## src/rtl/wb_burst_mux_pkg.sv

```systemverilog
// Shared definitions for the Wishbone burst multiplexer: bus widths and the
// transaction-level grant state encoding.
package wb_bus_pkg;

  localparam int WB_DATA_LEN      = 32;
  localparam int VIRTUAL_ADDR_LEN = 32;
  localparam int BL_WIDTH         = 10;

  // IDLE arbitrates; GNTx owns the slave bus for a whole transaction.
  typedef enum logic [1:0] {
    IDLE = 2'b00,
    GNT0 = 2'b01,
    GNT1 = 2'b10
  } state_t;

endpackage

```

## src/rtl/wb_burst_mux_if.sv

```systemverilog
// Wishbone bus bundle with burst extensions (burst length and master-ready).
// The master modport drives the request side, the slave modport answers it.
interface wb_burst_mux_if
  import wb_bus_pkg::*;
#(
  parameter int AW  = VIRTUAL_ADDR_LEN,
  parameter int DW  = WB_DATA_LEN,
  parameter int BLW = BL_WIDTH
) ();

  logic            cyc;
  logic            stb;
  logic            we;
  logic [AW-1:0]   adr;
  logic [DW-1:0]   dat_w;
  logic [DW/8-1:0] sel;
  logic [BLW-1:0]  bl;
  logic            bry;
  logic [DW-1:0]   dat_r;
  logic            ack;
  logic            err;

  modport master (
    output cyc, stb, we, adr, dat_w, sel, bl, bry,
    input  dat_r, ack, err
  );

  modport slave (
    input  cyc, stb, we, adr, dat_w, sel, bl, bry,
    output dat_r, ack, err
  );

endinterface

```

## src/rtl/wb_rr_arb2.sv

```systemverilog
// Two-requester round-robin picker. The index it presents is only committed
// to last_grant when the owner of the arbiter says a grant is being taken.
module wb_rr_arb2 (
  input  logic       clk,
  input  logic       reset,
  input  logic [1:0] req,
  input  logic       advance,
  output logic       gnt_idx
);

  logic last_grant;

  // Pick a requester; on a tie favour the one that did not win last time.
  always_comb begin
    gnt_idx = 1'b0;
    case (req)
      2'b01:   gnt_idx = 1'b0;
      2'b10:   gnt_idx = 1'b1;
      2'b11:   gnt_idx = ~last_grant;
      default: gnt_idx = last_grant;
    endcase
  end

  // Remember the winner; reset to 1 so requester 0 wins the first tie.
  always_ff @(posedge clk) begin
    if (reset) begin
      last_grant <= 1'b1;
    end else if (advance && (|req)) begin
      last_grant <= gnt_idx;
    end else begin
      last_grant <= last_grant;
    end
  end

endmodule

```

## src/rtl/wb_burst_mux.sv

```systemverilog
// Two-master to one-slave Wishbone arbiter. Grants whole transactions: the
// dcache port (m0) may burst, the uncached port (m1) is single-beat. A beat
// counter detects completion and a watchdog aborts a stalled transaction.
module wb_burst_mux
  import wb_bus_pkg::*;
#(
  parameter int AW      = VIRTUAL_ADDR_LEN,
  parameter int DW      = WB_DATA_LEN,
  parameter int BLW     = BL_WIDTH,
  parameter int TIMEOUT = 1023
) (
  input  logic           clk,
  input  logic           reset,
  wb_burst_mux_if.slave  m0,
  wb_burst_mux_if.slave  m1,
  wb_burst_mux_if.master s
);

  // Wide enough to hold TIMEOUT; the watchdog never counts past it.
  localparam int              WDW        = (TIMEOUT < 2) ? 1 : $clog2(TIMEOUT + 1);
  localparam logic [WDW-1:0]  WDOG_LIMIT = WDW'(TIMEOUT);

  state_t          state, state_nxt;
  logic [BLW-1:0]  bl_lat, bl_nxt;
  logic [BLW-1:0]  beat_cnt, beat_nxt;
  logic [BLW-1:0]  bl_last;
  logic [WDW-1:0]  wdog, wdog_nxt;
  logic            m0_err_q, m1_err_q;
  logic            m0_err_nxt, m1_err_nxt;
  logic [1:0]      req;
  logic            gnt_idx;
  logic            advance;
  logic            own_cyc;

  logic            bus_cyc, bus_stb, bus_we, bus_bry;
  logic [AW-1:0]   bus_adr;
  logic [DW-1:0]   bus_dat;
  logic [DW/8-1:0] bus_sel;
  logic [BLW-1:0]  bus_bl;
  logic [DW-1:0]   m0_rdata, m1_rdata;
  logic            m0_ack, m1_ack;

  assign req     = {m1.cyc & m1.stb, m0.cyc & m0.stb};
  assign bl_last = bl_lat - BLW'(1);

  wb_rr_arb2 u_arb (
    .clk     (clk),
    .reset   (reset),
    .req     (req),
    .advance (advance),
    .gnt_idx (gnt_idx)
  );

  // Transaction sequencing: arbitration, beat counting, abort and watchdog.
  always_comb begin
    state_nxt  = state;
    bl_nxt     = bl_lat;
    beat_nxt   = beat_cnt;
    wdog_nxt   = wdog;
    m0_err_nxt = 1'b0;
    m1_err_nxt = 1'b0;
    advance    = 1'b0;
    own_cyc    = 1'b0;
    case (state)
      IDLE: begin
        beat_nxt = {BLW{1'b0}};
        wdog_nxt = {WDW{1'b0}};
        if (|req) begin
          advance = 1'b1;
          if (gnt_idx) begin
            state_nxt = GNT1;
            bl_nxt    = BLW'(1);
          end else begin
            state_nxt = GNT0;
            // A zero burst length means a single beat.
            bl_nxt    = (m0.bl == {BLW{1'b0}}) ? BLW'(1) : m0.bl;
          end
        end else begin
          state_nxt = IDLE;
        end
      end
      GNT0, GNT1: begin
        own_cyc = (state == GNT0) ? m0.cyc : m1.cyc;
        if (!own_cyc) begin
          // Owner gave up; an ack in this same cycle was still delivered.
          state_nxt = IDLE;
          beat_nxt  = {BLW{1'b0}};
          wdog_nxt  = {WDW{1'b0}};
        end else if (s.ack && (beat_cnt == bl_last)) begin
          // Final beat: the ack takes precedence over a coincident timeout.
          state_nxt = IDLE;
          beat_nxt  = {BLW{1'b0}};
          wdog_nxt  = {WDW{1'b0}};
        end else if (s.ack) begin
          beat_nxt = beat_cnt + BLW'(1);
          wdog_nxt = {WDW{1'b0}};
        end else if ((TIMEOUT != 0) && (wdog == WDOG_LIMIT)) begin
          state_nxt = IDLE;
          beat_nxt  = {BLW{1'b0}};
          wdog_nxt  = {WDW{1'b0}};
          if (state == GNT0) begin
            m0_err_nxt = 1'b1;
          end else begin
            m1_err_nxt = 1'b1;
          end
        end else if (TIMEOUT != 0) begin
          wdog_nxt = wdog + WDW'(1);
        end else begin
          wdog_nxt = {WDW{1'b0}};
        end
      end
      default: begin
        state_nxt = IDLE;
        beat_nxt  = {BLW{1'b0}};
        wdog_nxt  = {WDW{1'b0}};
      end
    endcase
  end

  // State, latched burst length, counters and the one-cycle abort pulses.
  always_ff @(posedge clk) begin
    if (reset) begin
      state    <= IDLE;
      bl_lat   <= {BLW{1'b0}};
      beat_cnt <= {BLW{1'b0}};
      wdog     <= {WDW{1'b0}};
      m0_err_q <= 1'b0;
      m1_err_q <= 1'b0;
    end else begin
      state    <= state_nxt;
      bl_lat   <= bl_nxt;
      beat_cnt <= beat_nxt;
      wdog     <= wdog_nxt;
      m0_err_q <= m0_err_nxt;
      m1_err_q <= m1_err_nxt;
    end
  end

  // Connect the owning master to the slave bus and route the response back.
  always_comb begin
    bus_cyc  = 1'b0;
    bus_stb  = 1'b0;
    bus_we   = 1'b0;
    bus_adr  = {AW{1'b0}};
    bus_dat  = {DW{1'b0}};
    bus_sel  = {(DW/8){1'b0}};
    bus_bl   = {BLW{1'b0}};
    bus_bry  = 1'b0;
    m0_rdata = {DW{1'b0}};
    m1_rdata = {DW{1'b0}};
    m0_ack   = 1'b0;
    m1_ack   = 1'b0;
    case (state)
      GNT0: begin
        bus_cyc  = m0.cyc;
        bus_stb  = m0.stb;
        bus_we   = m0.we;
        bus_adr  = m0.adr;
        bus_dat  = m0.dat_w;
        bus_sel  = m0.sel;
        bus_bl   = bl_lat;
        bus_bry  = m0.bry;
        m0_rdata = s.dat_r;
        m0_ack   = s.ack;
      end
      GNT1: begin
        bus_cyc  = m1.cyc;
        bus_stb  = m1.stb;
        bus_we   = m1.we;
        bus_adr  = m1.adr;
        bus_dat  = m1.dat_w;
        bus_sel  = m1.sel;
        bus_bl   = bl_lat;
        bus_bry  = 1'b1;
        m1_rdata = s.dat_r;
        m1_ack   = s.ack;
      end
      default: begin
        bus_cyc = 1'b0;
      end
    endcase
  end

  assign s.cyc    = bus_cyc;
  assign s.stb    = bus_stb;
  assign s.we     = bus_we;
  assign s.adr    = bus_adr;
  assign s.dat_w  = bus_dat;
  assign s.sel    = bus_sel;
  assign s.bl     = bus_bl;
  assign s.bry    = bus_bry;
  assign m0.dat_r = m0_rdata;
  assign m0.ack   = m0_ack;
  assign m0.err   = m0_err_q;
  assign m1.dat_r = m1_rdata;
  assign m1.ack   = m1_ack;
  assign m1.err   = m1_err_q;

endmodule

```

## src/flat_wrapper.sv

```systemverilog
// flat-port wrapper written by rule: the top's interface ports become plain ports
module wb_burst_mux_flat import wb_bus_pkg::*;
#(
  parameter int AW      = VIRTUAL_ADDR_LEN,
  parameter int DW      = WB_DATA_LEN,
  parameter int BLW     = BL_WIDTH,
  parameter int TIMEOUT = 1023
)
  (clk, reset, m0_cyc, m0_stb, m0_we, m0_adr, m0_dat_w, m0_sel, m0_bl, m0_bry, m0_dat_r, m0_ack, m0_err, m1_cyc, m1_stb, m1_we, m1_adr, m1_dat_w, m1_sel, m1_bl, m1_bry, m1_dat_r, m1_ack, m1_err, s_cyc, s_stb, s_we, s_adr, s_dat_w, s_sel, s_bl, s_bry, s_dat_r, s_ack, s_err);
  wb_burst_mux_if #(.AW(AW), .DW(DW), .BLW(BLW)) m0_i ();
  wb_burst_mux_if #(.AW(AW), .DW(DW), .BLW(BLW)) m1_i ();
  wb_burst_mux_if #(.AW(AW), .DW(DW), .BLW(BLW)) s_i ();
  input  logic clk;
  input  logic reset;
  input wire logic [$bits(m0_i.cyc)-1:0] m0_cyc;
  input wire logic [$bits(m0_i.stb)-1:0] m0_stb;
  input wire logic [$bits(m0_i.we)-1:0] m0_we;
  input wire logic [$bits(m0_i.adr)-1:0] m0_adr;
  input wire logic [$bits(m0_i.dat_w)-1:0] m0_dat_w;
  input wire logic [$bits(m0_i.sel)-1:0] m0_sel;
  input wire logic [$bits(m0_i.bl)-1:0] m0_bl;
  input wire logic [$bits(m0_i.bry)-1:0] m0_bry;
  output wire logic [$bits(m0_i.dat_r)-1:0] m0_dat_r;
  output wire logic [$bits(m0_i.ack)-1:0] m0_ack;
  output wire logic [$bits(m0_i.err)-1:0] m0_err;
  input wire logic [$bits(m1_i.cyc)-1:0] m1_cyc;
  input wire logic [$bits(m1_i.stb)-1:0] m1_stb;
  input wire logic [$bits(m1_i.we)-1:0] m1_we;
  input wire logic [$bits(m1_i.adr)-1:0] m1_adr;
  input wire logic [$bits(m1_i.dat_w)-1:0] m1_dat_w;
  input wire logic [$bits(m1_i.sel)-1:0] m1_sel;
  input wire logic [$bits(m1_i.bl)-1:0] m1_bl;
  input wire logic [$bits(m1_i.bry)-1:0] m1_bry;
  output wire logic [$bits(m1_i.dat_r)-1:0] m1_dat_r;
  output wire logic [$bits(m1_i.ack)-1:0] m1_ack;
  output wire logic [$bits(m1_i.err)-1:0] m1_err;
  output wire logic [$bits(s_i.cyc)-1:0] s_cyc;
  output wire logic [$bits(s_i.stb)-1:0] s_stb;
  output wire logic [$bits(s_i.we)-1:0] s_we;
  output wire logic [$bits(s_i.adr)-1:0] s_adr;
  output wire logic [$bits(s_i.dat_w)-1:0] s_dat_w;
  output wire logic [$bits(s_i.sel)-1:0] s_sel;
  output wire logic [$bits(s_i.bl)-1:0] s_bl;
  output wire logic [$bits(s_i.bry)-1:0] s_bry;
  input wire logic [$bits(s_i.dat_r)-1:0] s_dat_r;
  input wire logic [$bits(s_i.ack)-1:0] s_ack;
  input wire logic [$bits(s_i.err)-1:0] s_err;
  assign m0_i.cyc = m0_cyc;
  assign m0_i.stb = m0_stb;
  assign m0_i.we = m0_we;
  assign m0_i.adr = m0_adr;
  assign m0_i.dat_w = m0_dat_w;
  assign m0_i.sel = m0_sel;
  assign m0_i.bl = m0_bl;
  assign m0_i.bry = m0_bry;
  assign m0_dat_r = m0_i.dat_r;
  assign m0_ack = m0_i.ack;
  assign m0_err = m0_i.err;
  assign m1_i.cyc = m1_cyc;
  assign m1_i.stb = m1_stb;
  assign m1_i.we = m1_we;
  assign m1_i.adr = m1_adr;
  assign m1_i.dat_w = m1_dat_w;
  assign m1_i.sel = m1_sel;
  assign m1_i.bl = m1_bl;
  assign m1_i.bry = m1_bry;
  assign m1_dat_r = m1_i.dat_r;
  assign m1_ack = m1_i.ack;
  assign m1_err = m1_i.err;
  assign s_cyc = s_i.cyc;
  assign s_stb = s_i.stb;
  assign s_we = s_i.we;
  assign s_adr = s_i.adr;
  assign s_dat_w = s_i.dat_w;
  assign s_sel = s_i.sel;
  assign s_bl = s_i.bl;
  assign s_bry = s_i.bry;
  assign s_i.dat_r = s_dat_r;
  assign s_i.ack = s_ack;
  assign s_i.err = s_err;
  wb_burst_mux #(.AW(AW), .DW(DW), .BLW(BLW), .TIMEOUT(TIMEOUT)) u_core (.clk(clk), .reset(reset), .m0(m0_i), .m1(m1_i), .s(s_i));
endmodule
```

## config.mk

```make
export PLATFORM = sky130hd
export DESIGN_NAME = wb_burst_mux_flat
export DESIGN_NICKNAME = d
export VERILOG_FILES = /design/src/rtl/wb_burst_mux_pkg.sv /design/src/rtl/wb_burst_mux_if.sv /design/src/rtl/wb_rr_arb2.sv /design/src/rtl/wb_burst_mux.sv /design/src/flat_wrapper.sv
export SDC_FILE = /design/constraint.sdc
export NUM_CORES = 1
export LEC_CHECK = 0
export CAP_MARGIN = 30
export CORE_AREA = 2 2 134 136
export CTS_CLUSTER_DIAMETER = 60
export DETAILED_ROUTE_END_ITERATION = 6
export DIE_AREA = 0 0 136 138
export HOLD_SLACK_MARGIN = 0.08
export PLACE_DENSITY = 0.6
export SYNTH_ARGS = -nofsm -noshare
export SYNTH_HDL_FRONTEND = slang
export SYNTH_HIERARCHICAL = 1
export SYNTH_SLANG_ARGS = --single-unit
```

## constraint.sdc

```tcl
create_clock -name clk -period 2.2 [get_ports clk]
set_input_delay 0.44 -clock clk [delete_from_list [all_inputs] [get_ports clk]]
set_output_delay 0.44 -clock clk [all_outputs]
set_load 0.02 [all_outputs]
```

* Yosys cells after proc, flatten, opt, wreduce, memory -nomap -nowiden
Index checks and enable logic that the tools add are counted.
Word-level totals: bits of input ports 200, register bits after elaboration 35, output and inout bits 150
Operators by class: reduce and logical (&&, ||, !) cells 12, add/subtract/negate cells 3, multiplexer cells 29, equality and inequality tests 9, bitwise gates (word level) 6
Operators with widths (number):
- 32-bit one-hot mux with 2 select lines | 2
- 32-bit 2-to-1 mux | 2
- 10-bit 2-to-1 mux | 5
- 10-bit by 1-bit adder with 10-bit output, second input constant | 2
- 2-bit 2-to-1 mux | 6
- 6-bit OR reduction | 2
- 10-bit == test | 1
- 10-bit == test, second input constant | 1
- 10-bit zero test | 1
- 10-bit by 1-bit subtractor with 10-bit output, second input constant | 1
- 4-bit != test, second input constant | 2
- 1-bit one-hot mux with 2 select lines | 4
- 4-bit one-hot mux with 2 select lines | 1
- 1-bit 2-to-1 mux | 7
- 2-bit == test, second input constant | 3
- 2-bit by 1-bit == test with 1-bit output, second input constant | 2
- 1-bit NOT | 4
- 2-bit one-hot mux with 2 select lines | 1
- 2-bit AND reduction | 2
- 2-bit OR reduction | 2
- 4-bit OR reduction | 1
- 1-bit one-hot mux with 3 select lines | 1
- 1-bit AND | 2
- 1-bit logical AND | 2
- other kinds (2) | 2

* Depth between registers and ports, before layout
Gate-level depths: netlist of the first run.
word-level depth 6, gate-level depth with buffers 9, mapped depth without buffers 8

* Hierarchy
The synthesis of the first run kept the hierarchy.
Modules (own cells, without submodules):
- wb_burst_mux | sequential area each 680.7 sq um, cells each 484, area each 3504.6 sq um, instances 1
- wb_rr_arb2 | sequential area each 20.0 sq um, cells each 6, area each 56.3 sq um, instances 1

* Least setup slack after synthesis of the first run
No wires, ideal clock.
kind flip-flop to output port, start reg u_core.state[0], end out s_cyc, required time 1760 ps, arrival time 1807 ps, cell stages (with the launch flop) 8, slack -47 ps, path through dfxtp_1 inv_1 ha_1 clkbuf_1 clkbuf_1 clkbuf_1 nand2_1 a21boi_0
Between the ends: word-level cells in the longest chain between the ends 2, elaborated cells between the ends (all ways) 3
Ends and longest elaborated chain:
- from (decl) | RTL line wb_burst_mux.sv:23 | state_t state, state_nxt;
- from (signal assigned) | RTL line wb_burst_mux.sv:130 | state <= state_nxt;
- 2-bit == test or 2-bit by 1-bit == test with 1-bit output (tied branches) | RTL line wb_burst_mux.sv:153 | case (state)
- 1-bit one-hot mux with 2 select lines * | RTL line wb_burst_mux.sv:153
- to (decl) | RTL line flat_wrapper.sv:37 | output wire logic [$bits(s_i.cyc)-1:0] s_cyc;
Mark *: on every way between the ends. The rest lies on a longest branch, timed or not.

* Worst setup path in the final report of the first run
start reg u_core.bl_lat[3], end reg u_core.state[0]
Between the ends: word-level cells in the longest chain between the ends 6, elaborated cells between the ends (all ways) 9
Ends and longest elaborated chain:
- from (decl) | RTL line wb_burst_mux.sv:24 | logic [BLW-1:0] bl_lat, bl_nxt;
- from (signal assigned) | RTL line wb_burst_mux.sv:124 | bl_lat <= {BLW{1'b0}};
- from (signal assigned) | RTL line wb_burst_mux.sv:131 | bl_lat <= bl_nxt;
- 10-bit by 1-bit subtractor with 10-bit output * | RTL line wb_burst_mux.sv:44 | assign bl_last = bl_lat - BLW'(1);
- 10-bit == test * | RTL line wb_burst_mux.sv:89 | end else if (s.ack && (beat_cnt == bl_last)) begin
- 1-bit logical AND * | RTL line wb_burst_mux.sv:89
- 2-bit 2-to-1 mux | RTL line wb_burst_mux.sv:89
- 2-bit 2-to-1 mux | RTL line wb_burst_mux.sv:84 | if (!own_cyc) begin
- 2-bit one-hot mux with 2 select lines | RTL line wb_burst_mux.sv:64 | case (state)
Marks and branches as above. A chain may end at the register's enable or synchronous reset.

==> results.cfg, run 1 <==
[floorplanning]
dieArea_sq_mm = 0.0188
ioPinCount = 350
start_util = 0.203
fp.dieW_um = 136
rows = 49
core_sq_mm = 0.0175
die_h_um = 138

[drt]
vias_per_cell = 4.54
drt_pass1_iterations = 4
dr_total_vias = 4917
route.detailed.drc = 0
wl_per_cell_um = 17.4
drt_iter0_drc = 206
ant_nets = 0
wl_um = 18800

[worst_setup_path]
worst_r2r_endpoint = u_core/state[0]$_SDFFE_PP0P_
crit_family = simple AND/OR/NAND/NOR gates
endpoint_kind = flip-flop
startpoint_type = flip-flop
worstPathArrival_ps = 2380
regToRegStartpoint = u_core/bl_lat[3]$_SDFFE_PP0P_
crit_type = reg2reg
critPathMaxStageDelay_ps = 540
worst_r2r_path_depth = 7
critPathMaxFanout = 3
crit_slowest_cell = or4_4
worstPathRequired_ps = 2370
rrSetupSlack_ps = -10
crit_buf_inv = 1
crit_path_cell_trace = or4_4 > buf_6 > o211ai_1 > nand4_1 > a2bb2oi_4 > a21oi_2 > mux2_4

[timing]
fin_ws_ps = -12.7
maxSlewViolCount = 0
worst_slew_pin_slew_ps = 620
slew_headroom = 0.586
finalHoldViolations = 0
fin_crit_ps = 2210
finalSetupViolCount = 1
setup_tns_ps = -12.7
fin_crit_sh = 1.01
rsz0062_at_grt = yes
fmax_mhz = 452
clock_skew_ps = 1.21

[global_routing]
grt_pass1_vias = 4737
antenna_found_initial = 0
grtUsageTotal = 0.184
grt_pass1_wl_um = 27400
overflow = 0
grt_max_degree = 31

[placed_design]
place_inst = 1065
port-buffer-count = 337
gp_congestion = 0.793
hpwl_um = 14600
dp_slack_ps = -256

[clock_tree]
numClockSinks = 35
cts_tree = yes
clockRootBuffer = clkbuf_16
htree_levels = 2
clockBufferDepth = 2
numCtsBuffers = 5
worstSkewPairLatency_ps = 280
clk_pin_slew_ps = 60

[finish]
drive_gt1_frac = 0.264
synthToLayoutAreaGrowth_pct = 116
diodes = 0
nets = 1060
multiInputGateArea_sq_mm = 0.00290
final-instance-count-excl-fill = 1084
mostFrequentLayoutCells = clkdlybuf4s50_1 (189), and2_1 (77), nor2b_1 (73)
layout_commonest_cell = clkdlybuf4s50_1
num-fill-cells = 1866
final_core_util = 0.438
regArea_sq_um = 709

[outcome]
status = finished, violations left
violations = setup timing

[logic_synthesis]
synth.area.top_cells = dfxtp_1 (20%), a22oi_1 (15%), and2_1 (14%)
synth.cell_area_sq_mm = 0.00356
synth-seq-cells = 35
yosysWarnings = 6
synth-seq-area-share = 0.197
synthCells = 490
syn_avg_cell_area_sq_um = 7.27
synthFlopType = dfxtp_1
synth-edff-count = 0
synth_cell_types = 53
synth_top_area_frac = 0.197
yosys.area.top_type = dfxtp_1
async_flop_share = 0
synth_nets = 696

[power_and_ir_drop]
leakagePower_nw = 3.15
ir_drop_uv = 374
powerDensity_mw_per_mm2 = 360

[min_path]
hold_depth = 1
hold_end = u_core/wdog[0]$_SDFF_PP0_
min_from = u_core/wdog[0]$_SDFF_PP0_
hold_class = reg2reg

[job]
maxCapViolations = 0
-- metal layers --
metal	GRT usage	wire (um)	vias to the layer above
met5	0	0	-
met4	0.0307	267	0
met3	0.0282	1220	17
met2	0.325	9250	163
met1	0.239	8090	2284
li1	-	-	2453
-- state kept, by name, summed over array words and instances, names as in the netlist --
register and cells:
u_core/beat_cnt 10, u_core/bl_lat 10, u_core/m0.err 1, u_core/m1.err 1, u_core/state 2, u_core/u_arb/last_grant 1
u_core/wdog 10
-- layout make-up --
class | instances | share of cell area
repair buffers | 404 | 0.466
multi-input cells | 400 | 0.378
flip-flops and latches | 35 | 0.0924
well taps | 229 | 0.0373
clock buffers | 6 | 0.0181
clock inverters | 2 | 0.00505
inverters | 8 | 0.00391
-- cells in the mapped netlist, types with 8 or more instances --
| master | instances |
|---|---|
| xnor2_1 | 9 |
| nor2_1 | 35 |
| dfxtp_1 | 35 |
| inv_1 | 8 |
| xor2_1 | 9 |
| and2_1 | 77 |
| clkbuf_1 | 40 |
| nor3b_1 | 8 |
| a21oi_1 | 15 |
| nand3_1 | 16 |
| a22oi_1 | 72 |
| nor2b_1 | 73 |
| nand2_1 | 8 |
-- worst max-delay path by stage --
stage,startpoint,end,slack (ps),cells past startpoint
after floorplan,u_core/bl_lat[0]$_SDFFE_PP0P_,u_core/state[0]$_SDFFE_PP0P_,5,8
after global placement,m1_adr[24],s_adr[24],-240,5
after detailed placement,m1_adr[24],s_adr[24],-260,5
after CTS,u_core/state[1]$_SDFFE_PP0P_,s_adr[23],-40,7
after global routing,u_core/bl_lat[3]$_SDFFE_PP0P_,u_core/beat_cnt[3]$_SDFFE_PP0P_,-60,7
final,u_core/bl_lat[3]$_SDFFE_PP0P_,u_core/state[0]$_SDFFE_PP0P_,-10,7
-- cell families after synthesis --
logic type	count (synthesis)	synth area share
muxes	4	0.0126
xor gates and xnor gates	18	0.0443
AOI/OAI and AO/OA	113	0.229
buffers and inverters	56	0.0625
and+or+nand+nor	258	0.434
DFF	35	0.197
adders and majority gates	6	0.0211
-- timing repair --
action	CTS	global route
cloned	2	0
setup buffers	7	3
pin swaps	11	8
gates resized for setup	335	107
endpoints found under the setup margin	158	83
hold endpoints to repair	0	0
hold buffers	0	0
-- where the power goes --
part	total (mW)	switching (mW)	leakage, nW	internal, mW
logic	1.25	0.538	2.78	0.711
clock network	0.850	0.280	0.0875	0.569
registers	0.663	0.0150	0.286	0.648
total	2.76	0.834	3.15	1.93
-- stage by stage --
| stage | power, mW | instance area (sq um) | hold slack (ps) |
|---|---|---|---|
| CTS | 2.77 | 7920 | 461 |
| floorplan | 1.16 | 3560 | 426 |
| finish | 2.76 | 7680 | 458 |
| global route | 2.89 | 7680 | 504 |
| detailed placement | 1.87 | 7570 | 446 |
| global placement | 1.87 | 7570 | 444 |
-- worst register-to-register path: stages (launching register included) --
cell       delay, ps
dfxtp_2          320
or4_4            550
buf_6            140
o211ai_1         170
nand4_1          190
a2bb2oi_4        210
a21oi_2          210
mux2_4           310
Note: power is estimated with default switching activity, not from simulation.
==> run 2: changes to the inputs <==
- CAP_MARGIN: 30 -> 25
- RECOVER_POWER: default -> 100
- SLEW_MARGIN: default -> 40
==> results.cfg, run 2 (synthesized netlist as in run 1, its figures left out) <==
[global_routing]
grt_max_degree = 31
grt_pass1_wl_um = 27400
grtUsageTotal = 0.184
antenna_found_initial = 0
overflow = 0
grt_pass1_vias = 4737

[min_path]
hold_end = u_core/wdog[0]$_SDFF_PP0_
hold_class = reg2reg
hold_depth = 1
min_from = u_core/wdog[0]$_SDFF_PP0_

[placed_design]
dp_slack_ps = -256
port-buffer-count = 337
gp_congestion = 0.793
dpl_cell_area_sq_mm = 0.00757
hpwl_um = 14600

[worst_setup_path]
worstPathArrival_ps = 1780
rrSetupSlack_ps = -10
endpoint_kind = primary output
critPathMaxFanout = 18
crit_buf_inv = 4
crit_type = reg2out
crit_path_cell_trace = inv_2 > ha_4 > buf_12 > buf_6 > a22oi_2 > nor2b_1 > clkdlybuf4s15_2
crit_family = buffers and inverters
crit_slowest_cell = dfxtp_2
startpoint_type = flip-flop
regToRegStartpoint = u_core/bl_lat[3]$_SDFFE_PP0P_
worstPathRequired_ps = 1760
worst_r2r_endpoint = u_core/state[0]$_SDFFE_PP0P_
worst_r2r_path_depth = 7
critPathMaxStageDelay_ps = 330

[power_and_ir_drop]
finalPower_mw = 2.73
powerDensity_mw_per_mm2 = 359
leakagePower_nw = 3.10
ir_drop_uv = 374

[floorplanning]
fp.dieW_um = 136
dieArea_sq_mm = 0.0188
start_util = 0.203
ioPinCount = 350
die_h_um = 138
core_sq_mm = 0.0175
rows = 49

[timing]
maxSlewViolCount = 0
fin_ws_ps = -18.7
finalHoldViolations = 0
slew_headroom = 0.607
worst_slew_pin_slew_ps = 588
rsz0062_at_grt = yes
fmax_mhz = 451
setup_tns_ps = -28.8
fin_crit_ps = 2220
fin_crit_sh = 1.01
finalSetupViolCount = 2
clock_skew_ps = 1.21

[finish]
synthToLayoutAreaGrowth_pct = 114
diodes = 0
final_core_util = 0.434
final_area_sq_mm = 0.00761
layout_commonest_cell = clkdlybuf4s50_1
num-fill-cells = 1878
nets = 1060
drive_gt1_frac = 0.256
mostFrequentLayoutCells = clkdlybuf4s50_1 (186), nor2b_1 (73), and2_1 (70)
reg_top3 = u_core/beat_cnt (10), u_core/bl_lat (10), u_core/wdog (10)

[drt]
wl_met2_um = 9150
dr_wl_met3_um = 1200
vias_per_cell = 4.51
wl_um = 18900
dr_total_vias = 4891
drt_iter0_drc = 195
route.detailed.drc = 0
top_layer = met4
wl_per_cell_um = 17.4
ant_nets = 0
drt_pass1_iterations = 4
drt-met1-wl_um = 8230

[clock_tree]
worstSkewPairLatency_ps = 280
htree_levels = 2
numCtsBuffers = 5
clk_pin_slew_ps = 60
clockRootBuffer = clkbuf_16
numClockSinks = 35
cts_tree = yes
clockBufferDepth = 2

[job]
maxCapViolations = 0

[outcome]
status = finished, violations left
violations = setup timing
run 2: cell count changes in the layout (fill, tap and decap cells not counted), moves of 3 or more:
cell | before | now
clkbuf_2 | 21 | 45
buf_2 | 53 | 31
buf_4 | 55 | 40
clkbuf_4 | 1 | 9
and2_0 | 0 | 7
and2_1 | 77 | 70
clkbuf_1 | 0 | 6
buf_12 | 7 | 4
clkdlybuf4s50_1 | 189 | 186
dlygate4sd3_1 | 0 | 3
run 2: area by class of cell:
cell class,instances,area [sq um],area share
Tap cell,229,287,0.0377
Multi-Input combinational cell,400,2900,0.381
Clock inverter,2,38.8,0.00510
Timing Repair Buffer,404,3510,0.461
Clock buffer,6,139,0.0183
Inverter,8,30.0,0.00395
Sequential cell,35,709,0.0933
run 2: per-layer routing:
metal | vias up | track usage
met3 | 17 | 0.0282
met2 | 160 | 0.325
met4 | 0 | 0.0307
li1 | 2451 | -
met5 | - | 0
met1 | 2263 | 0.239
run 2: worst max path at each step:
stage                                             start                      endpoint  slack, ps  cells after the start
final                      u_core/state[0]$_SDFFE_PP0P_                      s_adr[9]        -20                      7
after floorplan           u_core/bl_lat[0]$_SDFFE_PP0P_  u_core/state[0]$_SDFFE_PP0P_          5                      8
after CTS                  u_core/state[1]$_SDFFE_PP0P_                     s_adr[23]        -40                      7
after global routing       u_core/state[0]$_SDFFE_PP0P_                      s_adr[9]        -70                      7
after global placement                       m1_adr[24]                     s_adr[24]       -240                      5
after detailed placement                     m1_adr[24]                     s_adr[24]       -260                      5
run 2: where the power goes:
part | switching, mW | internal (mW)
logic | 0.535 | 0.686
clock network | 0.280 | 0.569
registers | 0.0148 | 0.648
total | 0.830 | 1.90
run 2: per-stage QoR:
| stage | cells | hold slack (ps) |
|---|---|---|
| detailed placement | 1065 | 446 |
| global route | 1084 | 504 |
| CTS | 1082 | 461 |
| finish | 1084 | 458 |
| floorplan | 490 | 426 |
| global placement | 1065 | 444 |
run 2: repair_timing:
item / in CTS / in global routing
setup endpoints to repair: 158 / 83
setup buffers: 7 / 3
cloned: 2 / 0
pin swaps: 11 / 8
hold buffers: 0 / 0
gates resized for setup: 335 / 107
==> run 3: changes to the inputs <==
- TNS_END_PERCENT: default -> 10
==> results.cfg, run 3 (synthesized netlist as in run 1, its figures left out) <==
[power_and_ir_drop]
internal_power_mw = 1.92
swShare = 0.301
p_clk_frac = 0.309
ir_drop_uv = 376
seqPwrFrac = 0.241
powerDensity_mw_per_mm2 = 358
finalPower_mw = 2.75
leakagePower_nw = 3.19
switchingPower_mw = 0.829
p_comb_frac = 0.450

[drt]
wl_per_cell_um = 17.2
drt_iter0_drc = 222
dr_total_vias = 4849
route.detailed.drc = 0
ant_nets = 0
wl_um = 18600
drt_pass1_iterations = 4
vias_per_cell = 4.48

[finish]
final-instance-count-excl-fill = 1082
multiInputGateArea_sq_mm = 0.00286
final_area_sq_mm = 0.00768
layout_commonest_cell = clkdlybuf4s50_1
reg_top3 = u_core/beat_cnt (10), u_core/bl_lat (10), u_core/wdog (10)
regArea_sq_um = 708
nets = 1058
diodes = 0
mostFrequentLayoutCells = clkdlybuf4s50_1 (187), and2_1 (77), nor2b_1 (73)
num-fill-cells = 1863
drive_gt1_frac = 0.229
synthToLayoutAreaGrowth_pct = 116

[timing]
finalHoldViolations = 0
worst_slew_pin_slew_ps = 522
slew_headroom = 0.652
clock_skew_ps = 3.17
maxSlewViolCount = 0
worst_hold_slack_ps = 457
rsz0062_at_grt = yes
fin_crit_ps = 2220
finalSetupViolCount = 1
fin_ws_ps = -23.3
fmax_mhz = 450
fin_crit_sh = 1.01

[clock_tree]
numClockSinks = 35
cts_tree = yes
htree_levels = 2
holdBufCountCts = 0
clockBufferDepth = 2
numCtsBuffers = 5
clk_pin_slew_ps = 60
clockRootBuffer = clkbuf_16
worstSkewPairLatency_ps = 280

[placed_design]
hpwl_um = 14600
gp_congestion = 0.793
dp_slack_ps = -256
dpl_cell_area_sq_mm = 0.00757
place_inst = 1065
port-buffer-count = 337

[global_routing]
grtUsageTotal = 0.182
antenna_found_initial = 0
overflow = 0
grt-busiest-layer = met2
grt_use_met1 = 0.236
grt_pass1_vias = 4685
grtUsageMet2 = 0.317
use_met3 = 0.0286
grt_max_degree = 31
grt_pass1_wl_um = 27000

[outcome]
status = finished, violations left
violations = setup timing

[worst_setup_path]
worstPathArrival_ps = 1780
critPathMaxStageDelay_ps = 310
endpoint_kind = primary output
crit_family = buffers and inverters
startpoint_type = flip-flop
cpMostUsedCell = buf_4
crit_buf_inv = 4
crit_type = reg2out
crit_slowest_cell = dfxtp_1
crit_path_cell_trace = buf_4 > ha_4 > buf_12 > a22oi_1 > buf_4 > nor2b_1 > clkdlybuf4s15_2
critPathMaxFanout = 15
worstPathRequired_ps = 1760

[floorplanning]
core_sq_mm = 0.0175
die_h_um = 138
fp.dieW_um = 136
dieArea_sq_mm = 0.0188
start_util = 0.203
ioPinCount = 350
rows = 49

[min_path]
hold_class = reg2reg

[job]
maxCapViolations = 0
[run 3: cell types whose count changed in the layout (fill, tap and decap cells not counted), sizes merged]
cell / change
dlygate4sd2: +15
dlygate4sd3: -1
clkdlybuf4s50: +1
clkdlybuf4s18: -1
clkbuf: -46
clkdlybuf4s15: +1
buf: +29
[run 3: final cells by class]
class	instances	area share
Clock inverter	2	0.00505
Inverter	8	0.00391
Timing Repair Buffer	402	0.472
Clock buffer	6	0.0181
Sequential cell	35	0.0922
Tap cell	229	0.0373
Multi-Input combinational cell	400	0.372
[run 3: per-layer routing]
layer,share of wire,vias to the layer above
li1,-,2444
met1,0.44,2219
met2,0.48,167
met3,0.065,19
met4,0.016,0
met5,0,-
[run 3: final timing paths]
kind	from	endpoint	slack [ps]	depth (start not counted)
worst max-delay path	u_core/state[1]$_SDFFE_PP0P_	s_adr[23]	-20	7
worst min-delay path	u_core/wdog[0]$_SDFF_PP0_	u_core/wdog[0]$_SDFF_PP0_	460	1
worst max register to register	u_core/bl_lat[1]$_SDFFE_PP0P_	u_core/state[0]$_SDFFE_PP0P_	0	7
worst min register to register	u_core/wdog[0]$_SDFF_PP0_	u_core/wdog[0]$_SDFF_PP0_	460	1
[run 3: worst reg2reg max path, stage by stage (launching register included)]
cell       delay [ps]
dfxtp_4           350
or4_4             530
buf_6             140
o211ai_1          170
nand4_1           180
a2bb2oi_4         200
a21oi_2           200
mux2_4            310
[run 3: power groups by stage]
stage,clock network [mW],logic (mW),registers [mW]
CTS,0.865,1.20,0.660
global placement,0,1.19,0.673
detailed placement,0,1.19,0.673
floorplan,0,0.487,0.669
global route,0.891,1.33,0.663
finish,0.851,1.24,0.662
[run 3: per-stage QoR]
step	util	TNS, ps
floorplan	-	0
global placement	0.431	-9690
detailed placement	0.431	-10190
CTS	0.441	-322
global route	0.438	-504
finish	0.438	-23.3
[run 3: what timing repair did]
| item | 4_1_cts | 5_1_grt |
|---|---|---|
| setup buffers | 4 | 3 |
| pin swaps | 2 | 11 |
| endpoints found under the setup margin | 158 | 79 |
| gates resized for setup | 318 | 78 |
| gates cloned | 1 | 1 |
